<file path="config.mk">
export PLATFORM = sky130hd
export DESIGN_NAME = rvc_compress_packer
export DESIGN_NICKNAME = d
export VERILOG_FILES = /design/src/rtl/rvc_compress_packer.sv
export SDC_FILE = /design/constraint.sdc
export NUM_CORES = 1
export LEC_CHECK = 0
export ABC_CLOCK_PERIOD_IN_PS = 2700
export CORE_MARGIN = 1
export CORE_UTILIZATION = 52
export CTS_BUF_LIST = sky130_fd_sc_hd__clkbuf_4 sky130_fd_sc_hd__clkbuf_8
export DETAILED_ROUTE_END_ITERATION = 10
export PLACE_DENSITY = 0.83
export SLEW_MARGIN = 20
export SYNTH_ARGS = -nofsm -noshare
export SYNTH_HDL_FRONTEND = slang
export SYNTH_SLANG_ARGS = --single-unit
</file>
<file path="constraint.sdc">
create_clock -name clk -period 2.7 [get_ports clk]
set_input_delay 0.405 -clock clk [delete_from_list [all_inputs] [get_ports clk]]
set_output_delay 0.405 -clock clk [all_outputs]
set_load 0.05 [all_outputs]
</file>
<file path="src/rtl/rvc_compress_packer.sv">
// RVC encoder and little-endian halfword packer.
// Re-encodes a fixed subset of RV32I into 16-bit RVC form. Halfwords are
// packed into 32-bit words, with the earlier instruction in the low half.
// Uncompressible instructions pass through as two halfwords.
module rvc_compress_packer (
    input  logic        clk,
    input  logic        rst_n,
    input  logic        in_valid,
    input  logic [31:0] in_inst,
    output logic        in_ready,
    input  logic        flush,
    output logic        flush_done,
    output logic        out_valid,
    output logic [31:0] out_word,
    input  logic        out_ready,
    output logic [15:0] comp_cnt
);

    logic [6:0]  opc;
    logic [4:0]  rd, rs1, rs2;
    logic [2:0]  f3;
    logic [6:0]  f7;
    logic        imm6_ok, imm_zero, lw_off_ok, sw_off_ok;
    logic        rd_c, rs1_c, rs2_c;
    logic        is_addi, is_add, is_lw, is_sw;
    logic        comp;
    logic [15:0] enc;

    logic        pend_v, pend_h_unused;
    logic [15:0] pend_h;
    logic        accept, slot_free, flush_ok;
    logic        emit;
    logic [31:0] emit_word;
    logic        nxt_pend_v;
    logic [15:0] nxt_pend_h;

    assign opc = in_inst[6:0];
    assign rd  = in_inst[11:7];
    assign f3  = in_inst[14:12];
    assign rs1 = in_inst[19:15];
    assign rs2 = in_inst[24:20];
    assign f7  = in_inst[31:25];

    // Immediate fits in 6 signed bits when imm[11:5] are all copies of imm[5].
    assign imm6_ok   = (in_inst[31:25] == 7'h00) || (in_inst[31:25] == 7'h7f);
    assign imm_zero  = (in_inst[31:20] == 12'h000);
    // Word-aligned offset in [0,124]: upper bits clear, low two bits clear.
    assign lw_off_ok = (in_inst[31:27] == 5'd0) && (in_inst[21:20] == 2'd0);
    assign sw_off_ok = (in_inst[31:27] == 5'd0) && (in_inst[8:7] == 2'd0);
    assign rd_c  = (rd[4:3] == 2'b01);
    assign rs1_c = (rs1[4:3] == 2'b01);
    assign rs2_c = (rs2[4:3] == 2'b01);

    assign is_addi = (opc == 7'h13) && (f3 == 3'b000);
    assign is_add  = (opc == 7'h33) && (f3 == 3'b000) && (f7 == 7'h00);
    assign is_lw   = (opc == 7'h03) && (f3 == 3'b010);
    assign is_sw   = (opc == 7'h23) && (f3 == 3'b010);

    // Encoder: first matching form wins; anything else is uncompressible.
    always_comb begin
        comp = 1'b0;
        enc  = 16'h0000;
        if (in_inst == 32'h0000_0013) begin
            comp = 1'b1;
            enc  = 16'h0001;
        end else if (is_addi && rd != 5'd0 && rs1 == 5'd0 && imm6_ok) begin
            comp = 1'b1;
            enc  = {3'b010, in_inst[25], rd, in_inst[24:20], 2'b01};
        end else if (is_addi && rd != 5'd0 && rd == rs1 && !imm_zero && imm6_ok) begin
            comp = 1'b1;
            enc  = {3'b000, in_inst[25], rd, in_inst[24:20], 2'b01};
        end else if (is_add && rd != 5'd0 && rs1 == 5'd0 && rs2 != 5'd0) begin
            comp = 1'b1;
            enc  = {4'b1000, rd, rs2, 2'b10};
        end else if (is_add && rd != 5'd0 && rd == rs1 && rs2 != 5'd0) begin
            comp = 1'b1;
            enc  = {4'b1001, rd, rs2, 2'b10};
        end else if (is_lw && rd_c && rs1_c && lw_off_ok) begin
            comp = 1'b1;
            enc  = {3'b010, in_inst[25:23], rs1[2:0], in_inst[22], in_inst[26],
                    rd[2:0], 2'b00};
        end else if (is_sw && rs1_c && rs2_c && sw_off_ok) begin
            comp = 1'b1;
            enc  = {3'b110, in_inst[25], in_inst[11:10], rs1[2:0], in_inst[9],
                    in_inst[26], rs2[2:0], 2'b00};
        end
    end

    assign pend_h_unused = 1'b0;
    assign slot_free = !out_valid || out_ready;
    assign in_ready  = slot_free;
    assign accept    = in_valid && in_ready;
    // An instruction always takes priority over a flush in the same cycle.
    assign flush_ok  = flush && slot_free && !accept;

    // Packer next state: decides what (if anything) is emitted this cycle.
    always_comb begin
        emit       = 1'b0;
        emit_word  = 32'h0000_0000;
        nxt_pend_v = pend_v;
        nxt_pend_h = pend_h;
        if (accept) begin
            if (!pend_v && comp) begin
                nxt_pend_v = 1'b1;
                nxt_pend_h = enc;
            end else if (!pend_v) begin
                emit      = 1'b1;
                emit_word = in_inst;
            end else if (comp) begin
                emit       = 1'b1;
                emit_word  = {enc, pend_h};
                nxt_pend_v = 1'b0;
            end else begin
                emit       = 1'b1;
                emit_word  = {in_inst[15:0], pend_h};
                nxt_pend_h = in_inst[31:16];
            end
        end else if (flush_ok && pend_v) begin
            // Pad the lone halfword with c.nop so the word stays executable.
            emit       = 1'b1;
            emit_word  = {16'h0001, pend_h};
            nxt_pend_v = 1'b0;
        end
    end

    // State and output registers; a held word is only replaced once consumed.
    always_ff @(posedge clk or negedge rst_n) begin
        if (!rst_n) begin
            pend_v     <= 1'b0;
            pend_h     <= 16'h0000;
            out_valid  <= 1'b0;
            out_word   <= 32'h0000_0000;
            flush_done <= 1'b0;
            comp_cnt   <= 16'h0000;
        end else begin
            pend_v     <= nxt_pend_v;
            pend_h     <= nxt_pend_h;
            flush_done <= flush_ok;
            if (accept && comp) begin
                comp_cnt <= comp_cnt + 16'd1;
            end
            if (emit) begin
                out_valid <= 1'b1;
                out_word  <= emit_word;
            end else if (out_ready) begin
                out_valid <= 1'b0;
            end
        end
    end

endmodule
</file>
==> metrics.md <==
| Metric | Value |
|---|---|
| Cells after Synth | `428` |
| CP Capture Type | `flop` |
| Top cells by area, synth | `dfrtp_1 45%, nor2_1 8.0%, o21ai_0 4.4%, nand2_1 4.2%, a21oi_1 3.1%` |
| Type of origin of the critical path | `input port` |
| Sequential cell area fraction in the yosys report | `0.4506` |
| Final hold violation count | `0` |
| Die width | `86.59 um` |
| R2R depth | `6` |
| P_leak | `2.934 nW` |
| Standard-cell row count | `30` |
| Starting density of the core | `0.5417` |
| Crit Path Category | `in -> reg` |
| Die ar. | `7498 um^2` |
| Layout Nets | `659` |
| Final setup vio count | `0` |
| DPL Wire Length | `10350 um` |
| FFs w/ async S/R, synth | `1.000` |
| Maximum VDD drop | `0.0005630 V` |
| Number of routed nets with antenna violations | `0` |
| Root Buffer | `clkbuf_8` |
| Total Routed Length | `14610 um` |
| Library cells used by synthesis | `56` |
| Number of global-route vias before repair | `4282` |
| Outcome | `finished clean` |
| Worst-Skew Late Latency | `0.36 ns` |
| Syn nets | `467` |
| Post-synth EDFFs | `0` |
| Core area | `6869 um^2` |
| Placer Congestion | `1.067` |
| GRT Resource Usage Total | `0.3965` |
| CTS tree | `done` |
| Final min period | `2.654 ns` |
| Reg2reg start | `out_valid` |
| Worst hold slack | `0.09574 ns` |
| Largest net degree at the start of global routing | `40` |
| CP max stage delay | `0.51 ns` |
| Synth Flop Type | `dfrtp_1` |
| Req. time, crit path | `2.97 ns` |
| #FFs+latches synth | `67` |
| Avg Cell Area, Syn | `8.694 um^2` |
| Max_cap viols | `0` |
| Arr. time, crit path | `2.93 ns` |
| Vias per cell | `6.036` |
| Slew HR | `0.5169` |
| Worst-margin pin slew | `0.7247 ns` |
| Most frequent cell on the critical path | `buf_6` |
| TritonCTS buffer count | `9` |
| Most instantiated cells after synthesis | `79 x nor2_1, 67 x dfrtp_1, 42 x nand2_1, 33 x o21ai_0, 23 x a21oi_1` |
| First-pass GRT wire length | `21980 um` |
| DRC viols | `0` |
| Clock transition at path regs | `0.08 ns` |
| Area Overhead vs Synth | `62.41%` |
| Yosys synthesis warning count | `0` |
| Hold Buf Count CTS | `0` |
| Vias | `4352` |
| Cell Area, Synth | `3721 um^2` |
| Clock sink count | `67` |
| Diode count | `0` |
| Power Total | `3.463 mW` |
| Fin Clk Skew | `0.009399 ns` |
| Pwr dens | `573.0 nW/um^2` |
| CP cell instances | `clkdlybuf4s50_1 > buf_6 > nand4_1 > a211o_2 > o311a_1 > inv_2 > ha_4 > buf_6 > nor2_4 > a21oi_4 > buf_6 > buf_6 > nand2_1 > o21ai_1` |
| Routed WL per cell | `20.27 um` |
| H-Tree Depth | `3` |
| Die H | `86.59 um` |
| CP max-delay cell | `clkdlybuf4s50_1` |
| F_max | `376.8 MHz` |
| Hold Crit Class | `in -> async` |
| Layout cells sized above 1 | `0.3008` |
| Count leader, synth | `nor2_1` |
| CP max FO | `8` |
| GRT overflow | `0` |
| Tcrit/Tclk final | `0.9830` |
| Iteration-0 DRC Markers | `433` |
| # IOs | `88` |
| DR pass1 iterations | `6` |
| Reg2Reg Setup Slack | `0.76 ns` |
| Max clock buf depth | `2` |
| Final Slew Violations | `0` |
| Synth area leader | `dfrtp_1` |
| Initial antenna violation count | `0` |
| IO buf count | `87` |
| Share of the synthesized area in the top cell type | `0.4506` |
| Worst R2R End | `out_word[3]` |
| Finished Core Util | `0.8798` |
-- where the power goes --
| group | internal (mW) | switching, mW |
|---|---|---|
| Sequential | 1.20 | 0.140 |
| Combinational | 0.451 | 0.698 |
| Clock | 0.545 | 0.427 |
| Total | 2.20 | 1.26 |
-- flip-flops by register name (all words and copies together), names as in the netlist --
register	flops
comp_cnt	16
flush_done	1
out_valid	1
out_word	32
pend_h	16
pend_v	1
-- cells in the final DEF (no fill, tap or decap), types with 4 or more instances in the layout --
cell	synthesis	final
nand2_2	1	5
a22oi_1	13	13
dfrtp_1	67	67
nor2_2	0	4
nand3_1	10	7
nand2b_1	5	4
xnor2_1	9	7
clkbuf_8	0	10
buf_4	0	100
dlymetal6s2s_1	0	18
buf_6	0	9
inv_1	14	12
nor2_1	79	72
nor3_2	3	4
a21oi_1	23	20
a21o_1	7	7
clkdlybuf4s50_1	0	58
dlygate4sd2_1	0	9
a221o_1	4	4
nand2_1	42	37
or3_1	5	4
nor3_1	9	6
xor2_1	11	9
o21ai_0	33	30
o22ai_1	14	14
-- layout make-up --
class | count | area [um^2]
Sequential cell | 67 | 1677
Fill cell | 354 | 825.8
Multi-Input combinational cell | 327 | 2128
Timing Repair Buffer | 201 | 1837
Clock inverter | 6 | 88.84
Clock buffer | 10 | 137.6
Tap cell | 96 | 120.1
Inverter | 14 | 55.05
-- worst max-delay path, delay by kind of cell --
family / cells / cell delay (ns)
adders and majority gates: 1 / 0.14
and+or+nand+nor: 3 / 0.18
AOI/OAI and AO/OA: 4 / 1.07
buffers and inverters: 6 / 1.13
-- timing repair --
action / in CTS / in global routing
cloned: 1 / 1
pin swaps: 17 / 18
endpoints found under the hold margin: 0 / 0
gates resized for setup: 41 / 39
buffers inserted: 9 / 4
setup endpoints to repair: 49 / 51
-- per-stage QoR --
| step | setup TNS, ns | cell area (um^2) | instances | worst slack (ns) |
|---|---|---|---|---|
| finish | 0 | 6043 | 721 | 0.04598 |
| global placement | -27.34 | 5440 | 690 | -0.6082 |
| CTS | 0 | 5843 | 716 | 0.001279 |
| floorplan | -0.001708 | 3774 | 428 | -0.001708 |
| detailed placement | -31.06 | 5440 | 690 | -0.6931 |
| global route | -0.06608 | 6043 | 721 | -0.03671 |
-- cell families after synthesis --
group	synth area share
simple gates	0.2310
flops	0.4506
mux	0.01412
compound gates	0.2159
buf+inv	0.03463
xor+xnor	0.04708
fa+ha+maj	0.006724
-- how the worst max path moves through the flow --
stage / startpoint / end / slack (ns) / cells past startpoint
2_1_floorplan: in_inst[7] / out_word[25] / -0.002 / 14
3_3_place_gp: in_inst[20] / out_word[21] / -0.61 / 14
3_5_place_dp: in_inst[20] / out_word[20] / -0.69 / 14
4_1_cts: in_inst[15] / out_word[28] / 0.001 / 15
5_1_grt: in_inst[9] / out_word[18] / -0.04 / 16
6_report: in_inst[25] / out_word[13] / 0.05 / 14
-- metal layers --
layer,track usage,up-vias,share of wire
li1,-,1895,-
met3,0.08286,64,0.091
met5,0,-,0
met2,0.6421,311,0.48
met4,0.1879,0,0.043
met1,0.5099,2082,0.38
No activity file was read; power rests on OpenSTA's default activity.
